==> config.mk <==
export PLATFORM = sky130hd
export DESIGN_NAME = phase_run_controller_flat
export DESIGN_NICKNAME = d
export VERILOG_FILES = /design/src/rtl/phase_run_controller_if.sv /design/src/rtl/phase_run_controller.sv /design/src/flat_wrapper.sv
export SDC_FILE = /design/constraint.sdc
export NUM_CORES = 1
export LEC_CHECK = 0
export CAP_MARGIN = 30
export CORE_MARGIN = 2
export CORE_UTILIZATION = 47
export CTS_CLUSTER_DIAMETER = 80
export DETAILED_ROUTE_END_ITERATION = 10
export GPL_ROUTABILITY_DRIVEN = 0
export PLACE_DENSITY_LB_ADDON = 0.2
export SLEW_MARGIN = 25
export SYNTH_ARGS = -nofsm -noshare
export SYNTH_HDL_FRONTEND = slang
export SYNTH_SLANG_ARGS = --single-unit
==> constraint.sdc <==
create_clock -name clk -period 4.3 [get_ports clk]
set_clock_uncertainty 0.15 [all_clocks]
set_input_delay 0.645 -clock clk [delete_from_list [all_inputs] [get_ports clk]]
set_output_delay 0.645 -clock clk [all_outputs]
set_load 0.1 [all_outputs]
==> src/rtl/phase_run_controller_if.sv <==
// Button/datapath-facing bundle for the phase run controller.
`timescale 1ns/1ps
interface phase_run_controller_if #(
  parameter int AW = 16
);
  logic          exec;
  logic          step;
  logic          halt_in;
  logic          bp_en;
  logic [AW-1:0] bp_addr;
  logic [AW-1:0] pc;
  logic [2:0]    phase;
  logic          executing;
  logic          ir_load;
  logic          pc_e;
  logic [1:0]    stop_cause;
  logic [15:0]   instr_count;

  modport master (
    output exec, step, halt_in, bp_en, bp_addr, pc,
    input  phase, executing, ir_load, pc_e, stop_cause, instr_count
  );

  modport slave (
    input  exec, step, halt_in, bp_en, bp_addr, pc,
    output phase, executing, ir_load, pc_e, stop_cause, instr_count
  );
endinterface

==> src/rtl/phase_run_controller.sv <==
// Instruction-phase sequencer for the multi-cycle core: run/stop, single-step, halt and breakpoint.
// Buttons are synchronised then edge-detected; ir_load/pc_e are registered from next-state.
`timescale 1ns/1ps
module phase_run_controller #(
  parameter int NUM_PHASES  = 5,
  parameter int AW          = 16,
  parameter int SYNC_STAGES = 2
) (
  input logic                   clk,
  input logic                   rst,
  phase_run_controller_if.slave bus
);
  localparam logic [2:0] LAST_PHASE = 3'(NUM_PHASES);
  localparam logic [2:0] PC_PHASE   = 3'(NUM_PHASES - 1);

  typedef enum logic {IDLE, RUN} state_t;

  state_t      state_q, state_nxt;
  logic [2:0]  phase_q, phase_nxt;
  logic        stop_pending_q, stop_pending_nxt;
  logic [1:0]  stop_cause_q, stop_cause_nxt;
  logic [15:0] instr_count_q, instr_count_nxt;
  logic        ir_load_q, pc_e_q;

  logic [SYNC_STAGES-1:0] exec_sync, step_sync;
  logic                   exec_last, step_last;
  logic                   exec_pulse, step_pulse;
  logic [AW-1:0]          pc_v, bp_v;
  logic                   bp_hit, exit_run;

  assign pc_v     = bus.pc;
  assign bp_v     = bus.bp_addr;
  assign bp_hit   = bus.bp_en && (pc_v == bp_v);
  assign exit_run = stop_pending_q || exec_pulse || bus.halt_in || bp_hit;

  // Pulses are registered, so a button edge costs SYNC_STAGES+1 cycles before the FSM sees it.
  always_ff @(posedge clk or posedge rst) begin
    if (rst) begin
      exec_sync  <= '0;
      step_sync  <= '0;
      exec_last  <= 1'b0;
      step_last  <= 1'b0;
      exec_pulse <= 1'b0;
      step_pulse <= 1'b0;
    end else begin
      exec_sync  <= {exec_sync[SYNC_STAGES-2:0], bus.exec};
      step_sync  <= {step_sync[SYNC_STAGES-2:0], bus.step};
      exec_last  <= exec_sync[SYNC_STAGES-1];
      step_last  <= step_sync[SYNC_STAGES-1];
      exec_pulse <= exec_sync[SYNC_STAGES-1] & ~exec_last;
      step_pulse <= step_sync[SYNC_STAGES-1] & ~step_last;
    end
  end

  always_ff @(posedge clk or posedge rst) begin
    if (rst) begin
      state_q        <= IDLE;
      phase_q        <= 3'd0;
      stop_pending_q <= 1'b0;
      stop_cause_q   <= 2'd0;
      instr_count_q  <= 16'd0;
      ir_load_q      <= 1'b0;
      pc_e_q         <= 1'b0;
    end else begin
      state_q        <= state_nxt;
      phase_q        <= phase_nxt;
      stop_pending_q <= stop_pending_nxt;
      stop_cause_q   <= stop_cause_nxt;
      instr_count_q  <= instr_count_nxt;
      ir_load_q      <= (phase_nxt == 3'd1);
      pc_e_q         <= (phase_nxt == PC_PHASE);
    end
  end

  always_comb begin
    state_nxt        = state_q;
    phase_nxt        = phase_q;
    stop_pending_nxt = stop_pending_q;
    stop_cause_nxt   = stop_cause_q;
    instr_count_nxt  = instr_count_q;
    case (state_q)
      IDLE: begin
        // Exec wins over a simultaneous step; the breakpoint is not looked at on start.
        if (exec_pulse || step_pulse) begin
          state_nxt        = RUN;
          phase_nxt        = 3'd1;
          stop_cause_nxt   = 2'd0;
          stop_pending_nxt = ~exec_pulse;
        end
      end
      RUN: begin
        if (phase_q != LAST_PHASE) begin
          phase_nxt = phase_q + 3'd1;
          if (exec_pulse) stop_pending_nxt = 1'b1;
        end else begin
          instr_count_nxt = instr_count_q + 16'd1;
          phase_nxt       = 3'd1;
          if (exit_run) begin
            state_nxt        = IDLE;
            phase_nxt        = 3'd0;
            stop_pending_nxt = 1'b0;
            if (stop_pending_q || exec_pulse) stop_cause_nxt = 2'd1;
            else if (bus.halt_in)             stop_cause_nxt = 2'd2;
            else                              stop_cause_nxt = 2'd3;
          end
        end
      end
      default: state_nxt = IDLE;
    endcase
  end

  assign bus.phase       = phase_q;
  assign bus.executing   = (state_q == RUN);
  assign bus.ir_load     = ir_load_q;
  assign bus.pc_e        = pc_e_q;
  assign bus.stop_cause  = stop_cause_q;
  assign bus.instr_count = instr_count_q;
endmodule

==> src/flat_wrapper.sv <==
// flat-port wrapper written by rule: the top's interface ports become plain ports
module phase_run_controller_flat 
#(
  parameter int NUM_PHASES  = 5,
  parameter int AW          = 16,
  parameter int SYNC_STAGES = 2
)
  (clk, rst, bus_exec, bus_step, bus_halt_in, bus_bp_en, bus_bp_addr, bus_pc, bus_phase, bus_executing, bus_ir_load, bus_pc_e, bus_stop_cause, bus_instr_count);
  phase_run_controller_if #(.AW(AW)) bus_i ();
  input logic clk;
  input logic rst;
  input wire logic [$bits(bus_i.exec)-1:0] bus_exec;
  input wire logic [$bits(bus_i.step)-1:0] bus_step;
  input wire logic [$bits(bus_i.halt_in)-1:0] bus_halt_in;
  input wire logic [$bits(bus_i.bp_en)-1:0] bus_bp_en;
  input wire logic [$bits(bus_i.bp_addr)-1:0] bus_bp_addr;
  input wire logic [$bits(bus_i.pc)-1:0] bus_pc;
  output wire logic [$bits(bus_i.phase)-1:0] bus_phase;
  output wire logic [$bits(bus_i.executing)-1:0] bus_executing;
  output wire logic [$bits(bus_i.ir_load)-1:0] bus_ir_load;
  output wire logic [$bits(bus_i.pc_e)-1:0] bus_pc_e;
  output wire logic [$bits(bus_i.stop_cause)-1:0] bus_stop_cause;
  output wire logic [$bits(bus_i.instr_count)-1:0] bus_instr_count;
  assign bus_i.exec = bus_exec;
  assign bus_i.step = bus_step;
  assign bus_i.halt_in = bus_halt_in;
  assign bus_i.bp_en = bus_bp_en;
  assign bus_i.bp_addr = bus_bp_addr;
  assign bus_i.pc = bus_pc;
  assign bus_phase = bus_i.phase;
  assign bus_executing = bus_i.executing;
  assign bus_ir_load = bus_i.ir_load;
  assign bus_pc_e = bus_i.pc_e;
  assign bus_stop_cause = bus_i.stop_cause;
  assign bus_instr_count = bus_i.instr_count;
  phase_run_controller #(.NUM_PHASES(NUM_PHASES), .AW(AW), .SYNC_STAGES(SYNC_STAGES)) u_core (.clk(clk), .rst(rst), .bus(bus_i));
endmodule
Yosys cells after proc, flatten, opt, wreduce, memory -nomap -nowiden
Cells that the tools add are included.
{"block": "op_classes", "addsub": 2, "n_eq_ne": 9, "n_mux": 19, "bitwise_logic": 7, "n_reduce_logical": 8}
{"operator": "16-bit by 1-bit adder with 16-bit output, second input constant", "count": 1}
{"operator": "16-bit == test", "count": 1}
{"operator": "1-bit 2-to-1 mux", "count": 9}
{"operator": "3-bit inequality test, second input constant", "count": 3}
{"operator": "2-bit 2-to-1 mux", "count": 4}
{"operator": "3-bit 2-to-1 mux", "count": 2}
{"operator": "3-bit case mux with 2 select lines", "count": 1}
{"operator": "3-bit AND reduction", "count": 2}
{"operator": "1-bit NOT", "count": 5}
{"operator": "1-bit logical OR", "count": 4}
{"operator": "2-bit inequality test, second input constant", "count": 2}
{"operator": "1-bit case mux with 2 select lines", "count": 2}
{"operator": "2-bit case mux with 2 select lines", "count": 1}
{"operator": "3-bit by 1-bit adder with 3-bit output, second input constant", "count": 1}
{"operator": "3-bit by 1-bit == test with 1-bit output, second input constant", "count": 1}
{"operator": "3-bit == test, second input constant", "count": 1}
{"operator": "1-bit AND", "count": 2}
{"operator": "2-bit by 1-bit inequality test with 1-bit output, second input constant", "count": 1}
{"operator": "2-bit AND reduction", "count": 1}
{"operator": "1-bit logical AND", "count": 1}
{"block": "word_totals", "reg_bits": 33, "inputBits": 38, "out_inout_bits": 24, "wordCells": 58}

Logic depth before layout (Yosys ltp)
Gate-level depths: netlist of the first run.
{"block": "depth", "ltp_word": 7, "ltp_mapped": 7, "ltp_nobuf": 5}

Worst setup path after synthesis of the first run
Ideal clock, no wire load.
{"block": "synth_path", "path_kind": "register to register", "start": "register u_core.phase_q[0] (netlist: u_core.bus.phase[0])", "end": "register u_core.instr_count_q[13] (netlist: u_core.bus.instr_count[13])", "setup_ns": 0.158, "t_arrival_ns": 2.130, "required_ns": 3.992, "slack_ns": 1.862, "path_stages_with_launch": 7, "n_path_buf": 1, "synth_period_minus_slack_ns": 2.438, "path_cell_list": "dfrtp_1 -> and4b_1 -> buf_4 -> nand4_2 -> nor3_2 -> nand3_1 -> xnor2_1"}
{"block": "synth_via", "elab_chain_cells": 3}
{"element": "from (decl)", "line": "phase_run_controller.sv:19", "source": "logic [2:0] phase_q, phase_nxt;"}
{"element": "from (signal assigned)", "line": "phase_run_controller.sv:66", "source": "phase_q <= phase_nxt;"}
{"element": "3-bit inequality test", "line": "phase_run_controller.sv:92", "source": "if (phase_q != LAST_PHASE) begin"}
{"element": "1-bit NOT (no source line)"}
{"element": "2-bit AND reduction (no source line)"}
{"element": "to (signal assigned)", "line": "phase_run_controller.sv:69", "source": "instr_count_q <= instr_count_nxt;"}
{"element": "to (decl)", "line": "phase_run_controller.sv:22", "source": "logic [15:0] instr_count_q, instr_count_nxt;"}
No other way between the ends.
A chain may end at the register's enable or synchronous reset.

Final worst setup path of the first run
{"block": "layout_path", "start": "register u_core.state_q (netlist: u_core.bus.executing)", "end": "output bus_executing"}
{"element": "from (decl)", "line": "phase_run_controller.sv:18", "source": "state_t state_q, state_nxt;"}
{"element": "from (signal assigned)", "line": "phase_run_controller.sv:65", "source": "state_q <= state_nxt;"}
{"element": "to (decl)", "line": "flat_wrapper.sv:19", "source": "output wire logic [$bits(bus_i.executing)-1:0] bus_executing;"}
No word-level cell between the ends.

==> results of run 1 <==
==> kinds of logic after synthesis <==
logic type | after synthesis
AO/OA/AOI/OAI | 19
AND/OR/NAND/NOR | 51
adder cells (fa/ha/maj) | 1
XOR/XNOR | 31
buffers and inverters | 9
flip-flops | 33
multiplexers | 2
==> power groups by stage <==
| stage | Sequential, mW | Combinational [mW] | Clock (mW) |
|---|---|---|---|
| after global routing | 0.468 | 0.777 | 0.254 |
| after global placement | 0.456 | 0.731 | 0 |
| after CTS | 0.456 | 0.750 | 0.241 |
| after detailed placement | 0.462 | 0.748 | 0 |
| final | 0.457 | 0.746 | 0.236 |
| after floorplan | 0.816 | 0.200 | 0 |
==> metrics by stage <==
step	area [sq um]	util	worst slack [ps]	std cells	hold slack (ps)
2_1_floorplan	1602	-	1862	146	181.2
3_3_place_gp	2268	0.6852	1714	252	186.9
3_5_place_dp	2268	0.6852	1672	252	199.6
4_1_cts	2354	0.7109	1342	260	221.0
5_1_grt	2354	0.7109	1289	260	223.2
6_report	2354	0.7109	1359	260	221.7
==> state kept, by name (all words and copies together), names as in the netlist <==
name                    flops
u_core.bus.ir_load          1
u_core.step_sync            2
u_core.bus.executing        1
u_core.bus.pc_e             1
u_core.bus.phase            3
u_core.stop_pending_q       1
u_core.exec_pulse           1
u_core.step_pulse           1
u_core.exec_last            1
u_core.bus.instr_count     16
u_core.step_last            1
u_core.bus.stop_cause       2
u_core.exec_sync            2
==> final cells by class <==
| class | instances | area [sq um] | area share |
|---|---|---|---|
| Timing Repair Buffer | 63 | 625.6 | 0.2658 |
| Inverter | 6 | 22.52 | 0.009569 |
| Sequential cell | 33 | 825.8 | 0.3509 |
| Clock buffer | 7 | 55.05 | 0.02339 |
| Tap cell | 46 | 57.56 | 0.02446 |
| Clock inverter | 1 | 30.03 | 0.01276 |
| Multi-Input combinational cell | 104 | 737.0 | 0.3131 |
==> routing by layer <==
layer	routed length, um	track usage
met4	26	0.06389
met2	1859	0.3628
met3	222	0.05405
met1	1257	0.1849
met5	0	0
==> worst register-to-register path, cell delays in order (launching register included) <==
cell,delay (ps)
dfrtp_1,610
and4b_1,490
nand4_2,250
nor3_2,270
nand3_1,140
xnor2_1,140
==> how the worst max path moves through the flow <==
| stage | from | end | slack (ps) |
|---|---|---|---|
| final | u_core.bus.executing$_DFF_PP0_ | bus_executing | 1360 |
| after detailed placement | bus_bp_addr[1] | u_core.bus.stop_cause[0]$_DFFE_PP0P_ | 1670 |
| after CTS | u_core.bus.executing$_DFF_PP0_ | bus_executing | 1340 |
| after global placement | bus_bp_addr[2] | u_core.bus.stop_cause[0]$_DFFE_PP0P_ | 1710 |
| after global routing | u_core.bus.executing$_DFF_PP0_ | bus_executing | 1290 |
| after floorplan | u_core.bus.phase[0]$_DFF_PP0_ | u_core.bus.instr_count[13]$_DFFE_PP0P_ | 1860 |
==> layout by cell type (no fill, tap or decap), drive strengths merged, types with 3 or more instances in the layout <==
cell type / instances
clkdlybuf4s50: 61
dfrtp: 33
xor2: 19
xnor2: 12
nor2: 9
nand2: 8
clkbuf: 7
nand3: 6
inv: 6
nor3: 6
nor4: 4
nand4: 4
nor2b: 3
a21oi: 3
==> metrics.cfg, run 1 <==
[outcome]
status = finished, final reports clean

[die]
coreArea_sq_mm = 0.003311
num_rows = 21
ioPinCount = 62
die_y_um = 62.38
die_w_um = 62.38
start_util = 0.4837
die-area_sq_mm = 0.003891

[clocking]
clock_latency_ps = 320
cts-hold-fix-buffers = 0
cts_buffers = 5
cts_resized = 0
clkSlewWorstSetupHoldPaths_ps = 90
post_cts_buffers = 0
cts_tree = yes
htreeDepth = 2
clkSinkCount = 33
root_buffer = clkbuf_4
cts_buffer_depth = 2

[flow_run]
maxCapViolCount = 0

[global_routing]
overflow = 0
grt_pass1_wl_mm = 5.727
first_global_vias = 1417
grt_usage = 0.1854
grt_start_max_net_pins = 34
antenna_found_initial = 0

[critical_path]
critPathRequiredTime_ps = 3500
path_delay_family = buffers and inverters
worstReg2RegStart = u_core.bus.executing$_DFF_PP0_
cp_num_cells = 1
worstSetupPathType = flop to output pin
r2r_slack_ps = 2160
cp_max_fo = 15
arrival_ps = 2150
reg2reg_to = u_core.bus.instr_count[15]$_DFFE_PP0P_
setup.worst_path.end_class = output pin
startpoint_type = flop
reg2regPathDepth = 5
crit_chain = clkdlybuf4s50_1
max_stage_delay_ps = 1220
path_buf_inv = 1
slowest_stage = clkdlybuf4s50_1

[layout]
final_layout_size_suffix_gt1_frac = 0.06542
syn_to_final_growth_pct = 46.95
fill_cells = 245
antenna_cells = 0
nets = 252

[yosys]
synth.mux.area_fraction = 0.01406
synth_top_flop_cell = dfrtp_1
syn_area_sq_mm = 0.001602
yosysMostFrequentCell = dfrtp_1
synth_seq_cells = 33
synth_area_leaders = dfrtp_1 52%, xor2_1 10%, xnor2_1 6.6%, nor2_1 2.1%, nand3_1 1.9%
synth-xor-area-share = 0.1695
synth_top_cell_by_area = dfrtp_1
netlist_instances = 146
synth_compound_area_frac = 0.08906
syn_avg_cell_area_sq_um = 10.97
synth_top_family_by_area = simple AND/OR/NAND/NOR gates
synth_simple_gate_area_frac = 0.1797
ys_async_sr_fraction = 1.000
synth_nets = 185
synth_top_area_share = 0.5156
yosysUniqueCellTypes = 39
seq_area_frac_synth = 0.5156
yosys.area_share.adder = 0.007813
synth_edf_count = 0
yosysWarnings = 0
synthTopCellsByCount = 33 x dfrtp_1, 19 x xor2_1, 12 x xnor2_1, 9 x nor2_1, 8 x nand2_1

[worst_hold_path]
hold_depth = 0
hp-start = u_core.step_sync[0]$_DFF_PP0_
hold_path_class = flop to flop
worstHoldEndpoint = u_core.step_sync[1]$_DFF_PP0_

[power]
p_switching_mw = 0.7041
seqPwrFrac = 0.318
p_leak_nw = 0.9977
vdd_ir_drop_max_uv = 352.2
power_frac_comb = 0.518
switching_share = 0.4893
clkPwrFrac = 0.164
p_int_mw = 0.7349
total_power_mw = 1.439
p_per_area_mw_per_mm2 = 611.4

[timing]
setup_tns_ps = 0
maxSlewViolCount = 0
min_period_ps = 2941
worstMarginPinSlew_ps = 988.8
fin_crit_sh = 0.6840
grt_setup_unrepaired = false
fmax_mhz = 340.0
setup_viol = 0
hold_viol = 0
slew_headroom = 0.3387

[route]
first_iter_violations = 65
drc_errors = 0
totalWireLength_mm = 3.366
viasPerCell = 5.188
wl_per_cell_um = 12.95
vias = 1349
antenna_left = 0
first_pass_iters = 4

[placed_design]
port_buffers = 61
dp_hpwl_mm = 2.680

Note: power is estimated with default switching activity, not from simulation.
==> inputs of run 2 (changes only) <==
--- a/config.mk
+++ b/config.mk
@@ -7,7 +7,7 @@
 export LEC_CHECK = 0
 export CAP_MARGIN = 30
 export CORE_MARGIN = 2
-export CORE_UTILIZATION = 47
+export CORE_UTILIZATION = 43
 export CTS_CLUSTER_DIAMETER = 80
 export DETAILED_ROUTE_END_ITERATION = 10
 export GPL_ROUTABILITY_DRIVEN = 0
==> constraint.sdc (replaced) <==
create_clock -name clk -period 2.83 [get_ports clk]
set_clock_uncertainty 0.15 [all_clocks]
set_input_delay 0.4245 -clock clk [delete_from_list [all_inputs] [get_ports clk]]
set_output_delay 0.4245 -clock clk [all_outputs]
set_load 0.1 [all_outputs]
==> run 2 against run 1 <==
Non-clock buffer count fell by 1; design area shrank 1.3%; die area rose by 8.7%; core utilization shrank 7.1 points; first-iteration DRC count increased by 18%; critical path depth rose by 4; largest power group unchanged; hold slack got worse by 16 ps.
==> metrics.cfg, run 2 (synthesized netlist as in run 1, its figures left out) <==
[clocking]
cts_buffer_depth = 2  ; unchanged
htreeDepth = 2  ; unchanged
cts_tree = yes
root_buffer = clkbuf_8
cts_buffers = 5  ; unchanged
clock_latency_ps = 280  ; -40 ps
post_cts_buffers = 0  ; unchanged
cts-hold-fix-buffers = 0  ; unchanged
cts_resized = 0  ; unchanged
clkSlewWorstSetupHoldPaths_ps = 60  ; -30 ps
clkSinkCount = 33  ; unchanged

[critical_path]
arrival_ps = 2220  ; +70 ps
cp_max_fo = 15  ; unchanged
worstSetupPathType = flop to flop
startpoint_type = flop
setup.worst_path.end_class = flop
critPathRequiredTime_ps = 2840  ; -660 ps

[power]
p_leak_nw = 1.045  ; +4.7%
p_per_area_mw_per_mm2 = 968.4  ; +58%
vdd_ir_drop_max_uv = 826.7  ; +130%

[placed_design]
placed_cells = 253  ; +0.40%
place_worst_setup_slack_ps = 404.6  ; -1267 ps
dp_hpwl_mm = 2.699  ; +0.68%
port_buffers = 61  ; unchanged

[die]
ioPinCount = 62  ; unchanged
die-area_sq_mm = 0.004229  ; +8.7%
start_util = 0.4408  ; -0.04298
die_y_um = 65.03  ; +4.3%
coreArea_sq_mm = 0.003633  ; +9.8%
num_rows = 22  ; +4.8%
die_w_um = 65.03  ; +4.3%

[route]
totalWireLength_mm = 3.489  ; +3.7%
viasPerCell = 5.088  ; -1.9%
drc_errors = 0  ; unchanged
vias = 1328  ; -1.6%
first_pass_iters = 4  ; unchanged
wl_per_cell_um = 13.37  ; +3.3%
first_iter_violations = 77  ; +18%
antenna_left = 0  ; unchanged

[timing]
hold_viol = 0  ; unchanged
slew_headroom = 0.5476  ; +0.2089
fin_ws_ps = 628.2  ; -730.6 ps
maxSlewViolCount = 0  ; unchanged
setup_viol = 0  ; unchanged
fmax_mhz = 454.2
fin_crit_sh = 0.7780
setup_tns_ps = 0  ; unchanged
grt_setup_unrepaired = false
worstMarginPinSlew_ps = 673.4  ; -315.4 ps
min_period_ps = 2202

[global_routing]
antenna_found_initial = 0  ; unchanged
grt_pass1_wl_mm = 5.920  ; +3.4%
overflow = 0  ; unchanged
grt_usage = 0.1820  ; -0.003493
grt_start_max_net_pins = 34  ; unchanged
first_global_vias = 1385  ; -2.3%

[layout]
largest_register_ffs = 16  ; unchanged
nets = 251  ; -0.40%
syn_to_final_growth_pct = 45.08
mostFrequentLayoutCells = 37 x clkdlybuf4s50_1, 33 x dfrtp_1, 25 x buf_4, 19 x xor2_1, 12 x xnor2_1
multi_input_area_sq_um = 737.0  ; unchanged
fin_util = 0.6395  ; -0.07142
final_cells = 261  ; +0.38%
layout_commonest_cell = clkdlybuf4s50_1
antenna_cells = 0  ; unchanged
final_layout_size_suffix_gt1_frac = 0.1737  ; +0.1083
fill_cells = 324  ; +32%
ff_latch_area_sq_um = 825.8  ; unchanged

[worst_hold_path]
hold_path_class = flop to flop

[outcome]
status = finished, final reports clean

[flow_run]
maxCapViolCount = 0  ; unchanged

## run 2: final timing paths
kind | end | from | slack, ps | cells past startpoint
worst max-delay path | u_core.bus.instr_count[13]$_DFFE_PP0P_ | u_core.bus.executing$_DFF_PP0_ | 630 | 5
worst min-delay path | u_core.exec_sync[1]$_DFF_PP0_ | u_core.exec_sync[0]$_DFF_PP0_ | 210 | 0
worst max register to register | u_core.bus.instr_count[13]$_DFFE_PP0P_ | u_core.bus.executing$_DFF_PP0_ | 630 | 5
worst min register to register | u_core.exec_sync[1]$_DFF_PP0_ | u_core.exec_sync[0]$_DFF_PP0_ | 210 | 0
max in group asynchronous | u_core.bus.instr_count[5]$_DFFE_PP0P_ | rst | 1860 | 3
min in group asynchronous | u_core.bus.instr_count[9]$_DFFE_PP0P_ | rst | 380 | 3
## run 2: per-layer routing
layer / global-route usage / share of wire / wire length (um) / vias up
met3: 0.04861 / 0.054 / 189 / 6
met1: 0.1944 / 0.40 / 1384 / 638
met4: 0.07031 / 0.014 / 49 / 0
li1: - / - / - / 648
met5: 0 / 0 / 0 / -
met2: 0.3389 / 0.53 / 1865 / 36
## run 2: cell type report
class	instances	share of cell area
sequential	33	0.3554
inverter	6	0.009693
clock buffer	6	0.03554
tap	48	0.02585
timing repair buffer	62	0.2402
multi-input combinational	104	0.3172
clock inverter	2	0.01616
## run 2: report_power, final
| part | total, mW | switching (mW) | internal (mW) |
|---|---|---|---|
| sequential | 0.696 | 0.128 | 0.568 |
| clock | 0.455 | 0.169 | 0.286 |
| combinational | 1.10 | 0.793 | 0.307 |
## run 2: per-stage QoR
stage	hold slack (ps)	total power, mW	area [sq um]
after floorplan	181.2	1.545	1602
final	205.4	2.250	2323
after detailed placement	187.2	1.808	2203
after CTS	207.1	2.268	2323
after global placement	185.9	1.780	2203
after global routing	218.7	2.344	2323
## run 2: critical path, stage by stage (launching register included)
cell     delay (ps)
dfrtp_1         600
and4b_1         490
nand4_2         260
nor3_2          280
nand3_1         150
xnor2_1         150
